## src/rtl/ast_width_reducer.sv

```systemverilog
// ast_width_reducer: Avalon-ST width reducer.
// Each wide sink beat is held in a one-beat buffer and sent as
// DATA_IN_W/DATA_OUT_W narrow words, least significant word first.
// On an eop beat, only the words that hold valid bytes are sent.
// Optional macro AST_WIDTH_REDUCER_REG_READY_EN: when defined, snk_ready_o
// comes only from the buffer state, so there is no combinational path from
// src_ready_i. This costs one idle cycle per beat.
module ast_width_reducer #(
  parameter int DATA_IN_W   = 64,
  parameter int DATA_OUT_W  = 16,
  parameter int EMPTY_IN_W  = 3,
  parameter int EMPTY_OUT_W = 1,
  parameter int CHANNEL_W   = 10
) (
  input  logic                   clk,
  input  logic                   srst,
  input  logic [DATA_IN_W-1:0]   snk_data_i,
  input  logic                   snk_startofpacket_i,
  input  logic                   snk_endofpacket_i,
  input  logic                   snk_valid_i,
  input  logic [EMPTY_IN_W-1:0]  snk_empty_i,
  input  logic [CHANNEL_W-1:0]   snk_channel_i,
  output logic                   snk_ready_o,
  output logic [DATA_OUT_W-1:0]  src_data_o,
  output logic                   src_startofpacket_o,
  output logic                   src_endofpacket_o,
  output logic                   src_valid_o,
  output logic [EMPTY_OUT_W-1:0] src_empty_o,
  output logic [CHANNEL_W-1:0]   src_channel_o,
  input  logic                   src_ready_i
);

  localparam int N         = DATA_IN_W / DATA_OUT_W;
  localparam int BYTES_IN  = DATA_IN_W / 8;
  localparam int BYTES_OUT = DATA_OUT_W / 8;
  localparam int IDX_W     = (N > 1) ? $clog2(N) : 1;

  logic [DATA_IN_W-1:0]   buf_data;
  logic                   buf_valid;
  logic                   buf_sop;
  logic                   buf_eop;
  logic [CHANNEL_W-1:0]   buf_channel;
  logic [IDX_W-1:0]       buf_last_idx;
  logic [EMPTY_OUT_W-1:0] buf_empty;
  logic [IDX_W-1:0]       idx;

  int                     vb;
  int                     words;
  logic [IDX_W-1:0]       new_last_idx;
  logic [EMPTY_OUT_W-1:0] new_empty;
  logic [DATA_OUT_W-1:0]  word_sel;
  logic                   on_last;
  logic                   out_en;
  logic                   out_fire;
  logic                   in_fire;
  logic                   ready;

  // Work out the last word index and the empty count of that last word for the incoming beat.
  always_comb begin
    vb = BYTES_IN - int'(snk_empty_i);
    if (vb < 1) begin
      vb = 1;
    end
    words = (vb + BYTES_OUT - 1) / BYTES_OUT;
    new_last_idx = IDX_W'(N - 1);
    new_empty = '0;
    if (snk_endofpacket_i) begin
      new_last_idx = IDX_W'(words - 1);
      new_empty = EMPTY_OUT_W'(words * BYTES_OUT - vb);
    end
  end

  // Select the buffered word that the counter currently points at.
  always_comb begin
    word_sel = '0;
    for (int k = 0; k < N; k++) begin
      if (idx == IDX_W'(k)) begin
        word_sel = buf_data[k*DATA_OUT_W +: DATA_OUT_W];
      end
    end
  end

  assign on_last  = (idx == buf_last_idx);
  assign out_en   = buf_valid && !srst;
  assign out_fire = buf_valid && src_ready_i;
  assign in_fire  = snk_valid_i && ready;

`ifdef AST_WIDTH_REDUCER_REG_READY_EN
  assign ready = !srst && !buf_valid;
`else
  assign ready = !srst && (!buf_valid || (src_ready_i && on_last));
`endif

  assign snk_ready_o         = ready;
  assign src_valid_o         = out_en;
  assign src_data_o          = out_en ? word_sel : '0;
  assign src_startofpacket_o = out_en && buf_sop && (idx == '0);
  assign src_endofpacket_o   = out_en && buf_eop && on_last;
  assign src_empty_o         = src_endofpacket_o ? buf_empty : '0;
  assign src_channel_o       = out_en ? buf_channel : '0;

  // Advance through the buffered words, and reload the buffer when a new beat is accepted.
  always_ff @(posedge clk) begin
    if (srst) begin
      buf_valid    <= 1'b0;
      idx          <= '0;
      buf_data     <= '0;
      buf_sop      <= 1'b0;
      buf_eop      <= 1'b0;
      buf_channel  <= '0;
      buf_last_idx <= '0;
      buf_empty    <= '0;
    end else begin
      if (out_fire) begin
        if (on_last) begin
          idx       <= '0;
          buf_valid <= 1'b0;
        end else begin
          idx <= idx + 1'b1;
        end
      end
      if (in_fire) begin
        buf_valid    <= 1'b1;
        buf_data     <= snk_data_i;
        buf_sop      <= snk_startofpacket_i;
        buf_eop      <= snk_endofpacket_i;
        buf_channel  <= snk_channel_i;
        buf_last_idx <= new_last_idx;
        buf_empty    <= new_empty;
      end
    end
  end

endmodule

```

## config.mk

```make
export PLATFORM = sky130hd
export DESIGN_NAME = ast_width_reducer
export DESIGN_NICKNAME = d
export VERILOG_FILES = /design/src/rtl/ast_width_reducer.sv
export SDC_FILE = /design/constraint.sdc
export NUM_CORES = 1
export LEC_CHECK = 0
export ABC_AREA = 0
export BUFFER_PORTS_ARGS = -buffer_cell sky130_fd_sc_hd__buf_2
export CORE_ASPECT_RATIO = 0.5
export CORE_MARGIN = 8
export CORE_UTILIZATION = 40
export DETAILED_ROUTE_END_ITERATION = 7
export GPL_TIMING_DRIVEN = 1
export HOLD_SLACK_MARGIN = 0.1
export PLACE_DENSITY_LB_ADDON = 0.05
export SKIP_LAST_GASP = 1
export SLEW_MARGIN = 30
export SYNTH_ARGS = -nofsm -noshare
export SYNTH_HDL_FRONTEND = slang
export SYNTH_SLANG_ARGS = --single-unit
```

## constraint.sdc

```tcl
create_clock -name clk -period 2.2 [get_ports clk]
set_clock_uncertainty 0.2 [all_clocks]
set_input_delay 0.11 -clock clk [delete_from_list [all_inputs] [get_ports clk]]
set_output_delay 0.11 -clock clk [all_outputs]
set_load 0.005 [all_outputs]
```

== Yosys cells after proc, flatten, opt, wreduce, memory -nomap -nowiden ==
Cells that the tools add are included.
Cells by class
  add/subtract/negate cells: 7
  $lt $le $gt $ge: 1
  equal/unequal tests: 4
  multiplexer cells: 14
  bitwise logic cells: 1
  reductions and logical operators: 16
Operators by type and width (count)
  2-to-1 mux 16 bit: 5
  adder 32 x 3 -> 32 bit (second input constant): 1
  2-to-1 mux 32 bit: 1
  subtractor 32 x 2 -> 32 bit (second input constant): 1
  2-to-1 mux 10 bit: 1
  logical AND 1 bit: 9
  less-than comparator 5 x 2 -> 1 bit (second input constant): 1
  2-to-1 mux 1 bit: 5
  subtractor 4 x 3 -> 5 bit (first input constant): 1
  equality test 2 bit (second input constant): 2
  2-to-1 mux 2 bit: 2
  nonzero test 2 bit: 2
  adder 2 x 1 -> 2 bit: 1
  adder 2 x 1 -> 2 bit (second input constant): 1
  equality test 2 x 1 -> 1 bit (second input constant): 1
  equality test 2 bit: 1
  logical NOT 1 bit: 2
  logical NOT 2 bit: 1
  AND reduction 2 bit: 1
  subtractor 2 bit (second input constant): 1
  bitwise AND 1 bit: 1
  logical OR 1 bit: 1
  subtractor 1 bit (first input constant): 1
Word-level totals
  register bits: 82
  word-level logic and storage cells: 51

== Depth between registers and ports, before layout ==
Gate-level depths: netlist (run 1).
  word-level depth: 9
  mapped depth: 9

== Worst setup path before layout (run 1) ==
OpenSTA, ideal clock, no wires.
  path kind: flip-flop to output port
  start point: register idx[0]
  end point: output port src_data_o[11]
  data arrival time: 1.591 ns
  path slack: 0.299 ns
  cell stages (with the launch flop): 10
  path buffers: 2
  cell sequence: dfxtp_1 inv_1 ha_1 clkbuf_1 clkbuf_1 nand3b_1 a21oi_1 a21oi_1 o21ai_0 and2_1
On the way
  longest elaborated chain between the ends: 6
  elaborated cells between the ends (all ways): 9
RTL lines
  start: declaration: line 45  | logic [IDX_W-1:0] idx;
  start signal: assignment: line 119  | idx <= idx + 1'b1;
  logical NOT 2 bit: line 77  | if (idx == IDX_W'(k)) begin
  2-to-1 mux 16 bit (3 in a row): line 77
  2-to-1 mux 16 bit *: line 77
  2-to-1 mux 16 bit *: line 96  | assign src_data_o = out_en ? word_sel : '0;
  end: declaration: line 24  | output logic [DATA_OUT_W-1:0] src_data_o,
Every way passes the cells marked *; elsewhere a longest branch is shown, timed or not.

== Final worst setup path (run 1) ==
  start point: register idx[0]
  end point: output port src_data_o[2]
The elaborated chain is that of the path after synthesis.

==> results of run 1 <==
-- registers in the layout (all words and copies together), names as in the netlist --
signal	count
idx	2
buf_valid	1
buf_last_idx	2
buf_eop	1
buf_data	64
buf_empty	1
buf_channel	10
buf_sop	1
-- worst min-delay path, delay by kind of cell (launching register included) --
family,cells,cell delay [ns]
AO/OA/AOI/OAI,1,0.05
flip-flops,1,0.30
AND/OR/NAND/NOR,1,0.05
-- logic make-up (layout without fill, tap and decap cells) --
group	count (synthesis)	after routing	synth area share, %
compound gates	136	136	18.60
buf+inv	46	232	6.026
simple gates	252	252	29.27
flops	82	82	43.20
fa+ha+maj	6	6	1.976
xor+xnor	4	4	0.9221
-- report_power, final --
group          switching, mW  internal [mW]
Combinational          0.307          0.323
Clock                  0.637          0.782
Sequential            0.0557           1.58
-- timing repair --
item,CTS,global route
endpoints found under the hold margin,82,0
setup buffers,0,1
gates cloned,0,3
hold buffers,83,0
endpoints found under the setup margin,16,17
pin swaps,5,10
resized for setup,16,19
-- layout by cell type (no fill, tap or decap), types with 2 or more instances in the layout --
| cell type | instances |
|---|---|
| a21oi_1 | 97 |
| a21oi_2 | 14 |
| and2_1 | 27 |
| and3_1 | 2 |
| buf_12 | 6 |
| buf_2 | 113 |
| buf_4 | 6 |
| clkbuf_16 | 12 |
| clkinvlp_4 | 2 |
| dfxtp_1 | 80 |
| dlygate4sd3_1 | 83 |
| ha_1 | 2 |
| ha_4 | 3 |
| inv_1 | 3 |
| inv_2 | 2 |
| inv_6 | 4 |
| nand2_1 | 186 |
| nand3b_1 | 17 |
| nor2_1 | 9 |
| nor3_1 | 2 |
| nor3b_1 | 2 |
| o21ai_0 | 10 |
| o21ai_1 | 7 |
| xor2_1 | 3 |
-- cell type report --
class | count | area (sq um)
Fill cell | 896 | 3570
Multi-Input combinational cell | 398 | 2046
Sequential cell | 82 | 1647
Timing Repair Buffer | 211 | 1637
Clock buffer | 9 | 225.2
Tap cell | 121 | 151.4
Clock inverter | 7 | 58.81
Inverter | 5 | 18.77
-- how the worst max path moves through the flow --
stage               cells after the start  slack, ns             end   start
CTS                                     8      0.007  src_data_o[10]  idx[0]
global route                            9      -0.11  src_data_o[13]  idx[1]
floorplan                               9       0.30  src_data_o[11]  idx[0]
detailed placement                      8       0.22   src_data_o[7]  idx[0]
global placement                        8       0.24   src_data_o[7]  idx[0]
finish                                  9     -0.005   src_data_o[2]  idx[0]
-- metal layers --
| layer | GRT usage, % | vias to the layer above | share of wire, % |
|---|---|---|---|
| li1 | - | 2087 | - |
| met1 | 24.18 | 1824 | 48 |
| met2 | 28.19 | 111 | 45 |
| met3 | 5.220 | 5 | 6.9 |
| met4 | 3.177 | 0 | 0.42 |
| met5 | 0 | - | 0 |
-- stage by stage --
step           utilization [%]  setup WS (ns)  hold slack [ns]  power, mW    TNS, ns
2_1_floorplan                -         0.2988          0.01874      1.963          0
3_3_place_gp             47.87         0.2375           0.1516      2.151          0
3_5_place_dp             47.87         0.2198           0.1568      2.154          0
4_1_cts                  60.27       0.007474           0.2511      3.690          0
5_1_grt                  61.83        -0.1128           0.2689      3.877    -0.7817
6_report                 61.83      -0.004828           0.2489      3.686  -0.004828
==> results by group, run 1 <==
Run status
  • Status: finished, violations left
  • Failing checks: setup timing

Clocking
  • CTS tree: done
  • Worst-Skew Late Latency: 0.33 ns
  • TritonCTS Buffers: 9
  • Clock transition at the registers of the reported paths: 0.06 ns
  • Htree depth: 3
  • CTS Buffer Depth: 2
  • Clock sinks: 82
  • Clock root buffer master: clkbuf_16

Synthesis
  • Synth area leaders: dfxtp_1 43%, nand2_1 18%, a21oi_1 15%
  • Top cell type's share of synthesized area: between 40 and 50%
  • Main flop type after synthesis: dfxtp_1
  • Synthesized area per cell: between 7 and 8 sq um
  • Fraction of registers with async set or reset after synthesis: 0%
  • Mapped Nets: between 600 and 700
  • EDFF count, synth: 0
  • #FFs+latches synth: a little over 80
  • Synth warn: 0
  • Commonest cells in the netlist: 186 x nand2_1, 112 x a21oi_1, 82 x dfxtp_1
  • Mapped Cells: around 530
  • Yosys top cell by area: dfxtp_1
  • Count of different cell masters after synthesis: 30
  • Synthesized area: 3800 sq um
  • Sequential area share after synthesis: 43.20%
  • Top-count cell post-synth: nand2_1

GRT
  • First-pass GRT wire length: roughly 19000 um
  • Initial antenna violation count: 0
  • Vias in the first global route: about 3800
  • GR Util All Layers: 17.95%
  • Pin count of the biggest net entering global routing: between 80 and 90
  • Gr ovfl total: 0

Worst setup path
  • Startpoint types: flop
  • R2r worst-path depth: 6
  • R2r setup slk: about 0.15 ns
  • Critical Path RT: between 1.5 and 2 ns
  • Crit path max-delay family: compound AO/OA/AOI/OAI gates
  • Crit-path max FO: 8
  • Critical Path AT: 1.89 ns
  • RR Startpoint: idx[0]
  • Slowest cell delay on critical path: between 0.3 and 0.4 ns
  • Crit end category: primary output
  • Critical Setup Path Class: reg -> out
  • Reg-to-reg critical path endpoint: buf_valid
  • CP max-delay cell: dfxtp_4
  • CP bufs+invs: 3
  • Crit-path cells: inv_2 > ha_4 > clkbuf_16 > nand3b_1 > a21oi_2 > a21oi_1 > o21ai_1 > and2_1 > buf_2

Placement
  • GP Congestion: between 0.8 and 0.9
  • Post-placement cell area: roughly 4500 sq um
  • Port buffer count: roughly 110
  • Placed cell count: 730
  • HPWL Detailed: between 7000 and 8000 um

STA
  • Relative slew slack: between 70% and 80%
  • Hold Violations, Final: 0
  • RSZ-0062 raised after global routing: yes
  • Tmin final: around 2.2 ns
  • Worst-Margin Slew: approximately 0.38 ns
  • Finish-stage setup viols: 1
  • Worst setup margin: -0.004828 ns
  • F_max: roughly 0.45 GHz
  • Slew Limit Fails: 0
  • Fin crit share: 100.2%

Floorplanning
  • Die area: roughly 13000 sq um
  • I/O pin count: 114
  • Row cnt: 25
  • Die X: roughly 150 um
  • Core Area: between 9000 and 10000 sq um
  • Die Height: between 80 and 90 um
  • Effective utilization at floorplan: between 40% and 50%

Detailed routing
  • DR vias/cell: between 4 and 5
  • Routed Antenna Nets: 0
  • First-pass DRT Iterations: 5
  • Detailed-route wire length: between 10000 and 15000 um
  • Initial DRC count: between 200 and 300
  • DRC viols: 0
  • Vias after detailed routing: about 4000
  • Avg WL per Cell: 14.51 um

Final layout
  • Nets: 796
  • Area grow syn2layout: 52.19%
  • Layout cell share with drive strength beyond 1: around a quarter
  • Final Instance Area: between 5000 and 6000 sq um
  • # diodes: 0
  • Final non-filler cell total: between 800 and 900

Worst hold path
  • Hold Path Origin: buf_channel[2]
  • Hold path depth: 2
  • Type of the worst min-delay path: reg -> reg
  • Hold Crit Endpoint: buf_channel[2]

Power
  • Leakage: 2.443 nW
  • Pwr/cell area: 637.3 nW/um^2
  • Maximum VDD drop: roughly 420 uV

Job
  • Max Cap Viol: 0
(Power assumes the default switching activity.)
==> run 2, diff against run 1 <==
--- a/config.mk
+++ b/config.mk
@@ -8,3 +8,3 @@
 export ABC_AREA = 0
-export BUFFER_PORTS_ARGS = -buffer_cell sky130_fd_sc_hd__buf_2
+export BUFFER_PORTS_ARGS = -buffer_cell sky130_fd_sc_hd__clkbuf_2
 export CORE_ASPECT_RATIO = 0.5
@@ -15,3 +15,3 @@
 export HOLD_SLACK_MARGIN = 0.1
-export PLACE_DENSITY_LB_ADDON = 0.05
+export PLACE_DENSITY = 0.73
 export SKIP_LAST_GASP = 1
==> constraint.sdc (replaced) <==
create_clock -name clk -period 2.2 [get_ports clk]
set_clock_uncertainty 0.2 [all_clocks]
set_input_delay 0.22 -clock clk [delete_from_list [all_inputs] [get_ports clk]]
set_output_delay 0.22 -clock clk [all_outputs]
set_load 0.005 [all_outputs]
==> run 2 against run 1 <==
Against the previous run:
- the run still ends with setup timing left
- combinational power up 2%
- register-to-register slack worse by 0.02 ns
- non-clock buffer count decreased by 3
- clock-buffer cell count is 5 higher
- sequential power barely moved
- utilization shrank 0.27 points
- die area unchanged
- global-route usage increased by 0.46 points
- largest power group unchanged
- highest routed layer unchanged
==> results by group, run 2 (synthesized netlist as in run 1, its figures left out) <==
Clocking
  • CTS Buffer Depth: 2 (unchanged)
  • CTS tree: done
  • Htree depth: 3 (unchanged)
  • TritonCTS Buffers: 9 (unchanged)
  • Clock root buffer master: clkbuf_16
  • Clock sinks: 82 (unchanged)
  • Clock transition at the registers of the reported paths: 0.05 ns (about the same)
  • Worst-Skew Late Latency: 0.33 ns (about the same)

Final layout
  • Max reg flops: 64 (unchanged)
  • Most frequent cells in the layout: 186 x nand2_1, 110 x clkbuf_2, 93 x a21oi_1
  • Layout cell share with drive strength beyond 1: 24.68% (+0.67 points)
  • Regs by FF count: buf_data: 64 flops, buf_channel: 10 flops
  • Filler cells: 760 (-15%)
  • Top reg by flops: buf_data
  • Area grow syn2layout: 51.53%
  • Commonest non-fill, non-tap cell in the layout: nand2_1
  • Final non-filler cell total: 831 (-0.24%)
  • Nets: 793 (-0.38%)

Power
  • Maximum VDD drop: 364.9 uV (-12%)
  • Leakage: 2.421 nW (-0.88%)
  • Pwr/cell area: 640.1 nW/um^2 (+0.44%)

Placement
  • Placed cell count: 732 (+0.27%)
  • Port buffer count: 113 (unchanged)
  • GP Congestion: 0.8111 (+0.70%)
  • HPWL Detailed: 7947 um (+1.9%)

Detailed routing
  • Vias after detailed routing: 4215 (+4.7%)
  • Routed Antenna Nets: 0 (unchanged)
  • Avg WL per Cell: 15.00 um (+3.3%)
  • DR vias/cell: 5.072 (+4.9%)
  • Detailed-route wire length: 12460 um (+3.1%)
  • Initial DRC count: 334 (+23%)
  • DRC viols: 0 (unchanged)
  • First-pass DRT Iterations: 5 (unchanged)

Floorplanning
  • Effective utilization at floorplan: 40.63% (unchanged)
  • Row cnt: 25 (unchanged)
  • Core Area: 9353 sq um (unchanged)
  • Die Height: 84.92 um (unchanged)
  • Die X: 153.8 um (unchanged)
  • I/O pin count: 114 (unchanged)
  • Die area: 13060 sq um (unchanged)

GRT
  • First-pass GRT wire length: 19710 um (+2.6%)
  • Vias in the first global route: 4125 (+8.5%)
  • Initial antenna violation count: 1 (+1)
  • Gr ovfl total: 0 (unchanged)
  • GR Util All Layers: 18.41% (+0.46 points)
  • Pin count of the biggest net entering global routing: 54 (-36%)

Job
  • Max Cap Viol: 0 (unchanged)

STA
  • Worst setup margin: -0.1087 ns (-0.1039 ns)
  • F_max: 0.4331 GHz (-4.5%)
  • RSZ-0062 raised after global routing: yes
  • Hold Violations, Final: 0 (unchanged)
  • Slew Limit Fails: 0 (unchanged)
  • Fin crit share: 104.9% (+4.7 points)
  • Tmin final: 2.309 ns (+0.1039 ns)
  • Smallest hold slack: 0.1317 ns (-0.1172 ns)
  • Worst-Margin Slew: 0.5468 ns (+0.1679 ns)
  • Finish-stage setup viols: 16 (+15)
  • Setup TNS: -0.8292 ns (-0.8244 ns)
  • Relative slew slack: 63.54% (-11 points)

Worst setup path
  • Crit-path max FO: 13 (+5)
  • Critical Path RT: 1.78 ns (-0.11 ns)
  • Critical Path AT: 1.89 ns (about the same)
  • Startpoint types: flop
  • RR Startpoint: idx[1]
  • Critical Setup Path Class: reg -> out
  • Critical Path Start: idx[0]
  • Crit end category: primary output

Worst hold path
  • Hold Path Origin: snk_empty_i[0]
  • Type of the worst min-delay path: in -> reg

Run status
  • Failing checks: setup timing
  • Status: finished, violations left
-- run 2: changes by cell type in the layout (fill, tap and decap cells not counted), moves of 4 or more --
cell,before,now
dlygate4sd3_1,83,78
a21oi_1,97,93
a21oi_2,14,19
buf_2,113,3
clkbuf_2,0,110
inv_6,4,0
-- run 2: worst paths after layout --
check | end | slack [ns] | cells past startpoint
setup / recovery | src_data_o[7] | -0.11 | 9
hold / removal | buf_empty | 0.13 | 3
setup reg to reg | buf_data[18] | 0.13 | 7
hold reg to reg | buf_channel[9] | 0.25 | 2
-- run 2: critical path, stage by stage (launching register included) --
cell,delay [ns]
dfxtp_4,0.37
inv_2,0.11
ha_4,0.17
buf_8,0.15
nand3b_1,0.10
a21oi_2,0.17
a21oi_2,0.06
o21ai_0,0.17
and2_1,0.16
clkbuf_2,0.12
-- run 2: cell type report --
| type | count | area (sq um) | share of cell area (%) |
|---|---|---|---|
| well taps | 121 | 151.4 | 2.629 |
| multi-input cells | 398 | 2063 | 35.83 |
| clock buffers | 14 | 274.0 | 4.759 |
| flip-flops and latches | 82 | 1647 | 28.60 |
| diodes | 1 | 2.502 | 0.04346 |
| repair buffers | 208 | 1589 | 27.60 |
| clock inverters | 2 | 10.01 | 0.1738 |
| inverters | 5 | 21.27 | 0.3694 |
-- run 2: metrics by stage --
step | setup WS (ns) | power, mW | instance area [sq um] | utilization, %
finish | -0.1087 | 3.686 | 5758 | 61.57
global route | -0.1757 | 3.838 | 5758 | 61.57
CTS | -0.06043 | 3.679 | 5695 | 60.90
detailed placement | 0.09201 | 2.150 | 4464 | 47.73
global placement | 0.1158 | 2.139 | 4464 | 47.73
floorplan | 0.1888 | 1.963 | 3800 | -
-- run 2: power by group --
| part | switching (mW) | internal (mW) |
|---|---|---|
| clock | 0.553 | 0.854 |
| combinational | 0.320 | 0.321 |
| sequential | 0.0556 | 1.58 |
| total | 0.929 | 2.76 |
-- run 2: what timing repair did --
action                                  CTS  global route
hold endpoints to repair                 81             0
setup buffers                             0             2
resized for setup                        43             9
gates cloned                              1             1
pin swaps                                12             9
endpoints found under the setup margin   16            17
hold buffers                             78             0
-- run 2: layer usage --
| layer | global-route usage [%] | vias to the layer above | wire [um] |
|---|---|---|---|
| li1 | - | 2079 | - |
| met3 | 5.018 | 35 | 802 |
| met1 | 21.02 | 1949 | 5106 |
| met4 | 7.855 | 0 | 382 |
| met5 | 0 | - | 0 |
| met2 | 32.16 | 152 | 6171 |
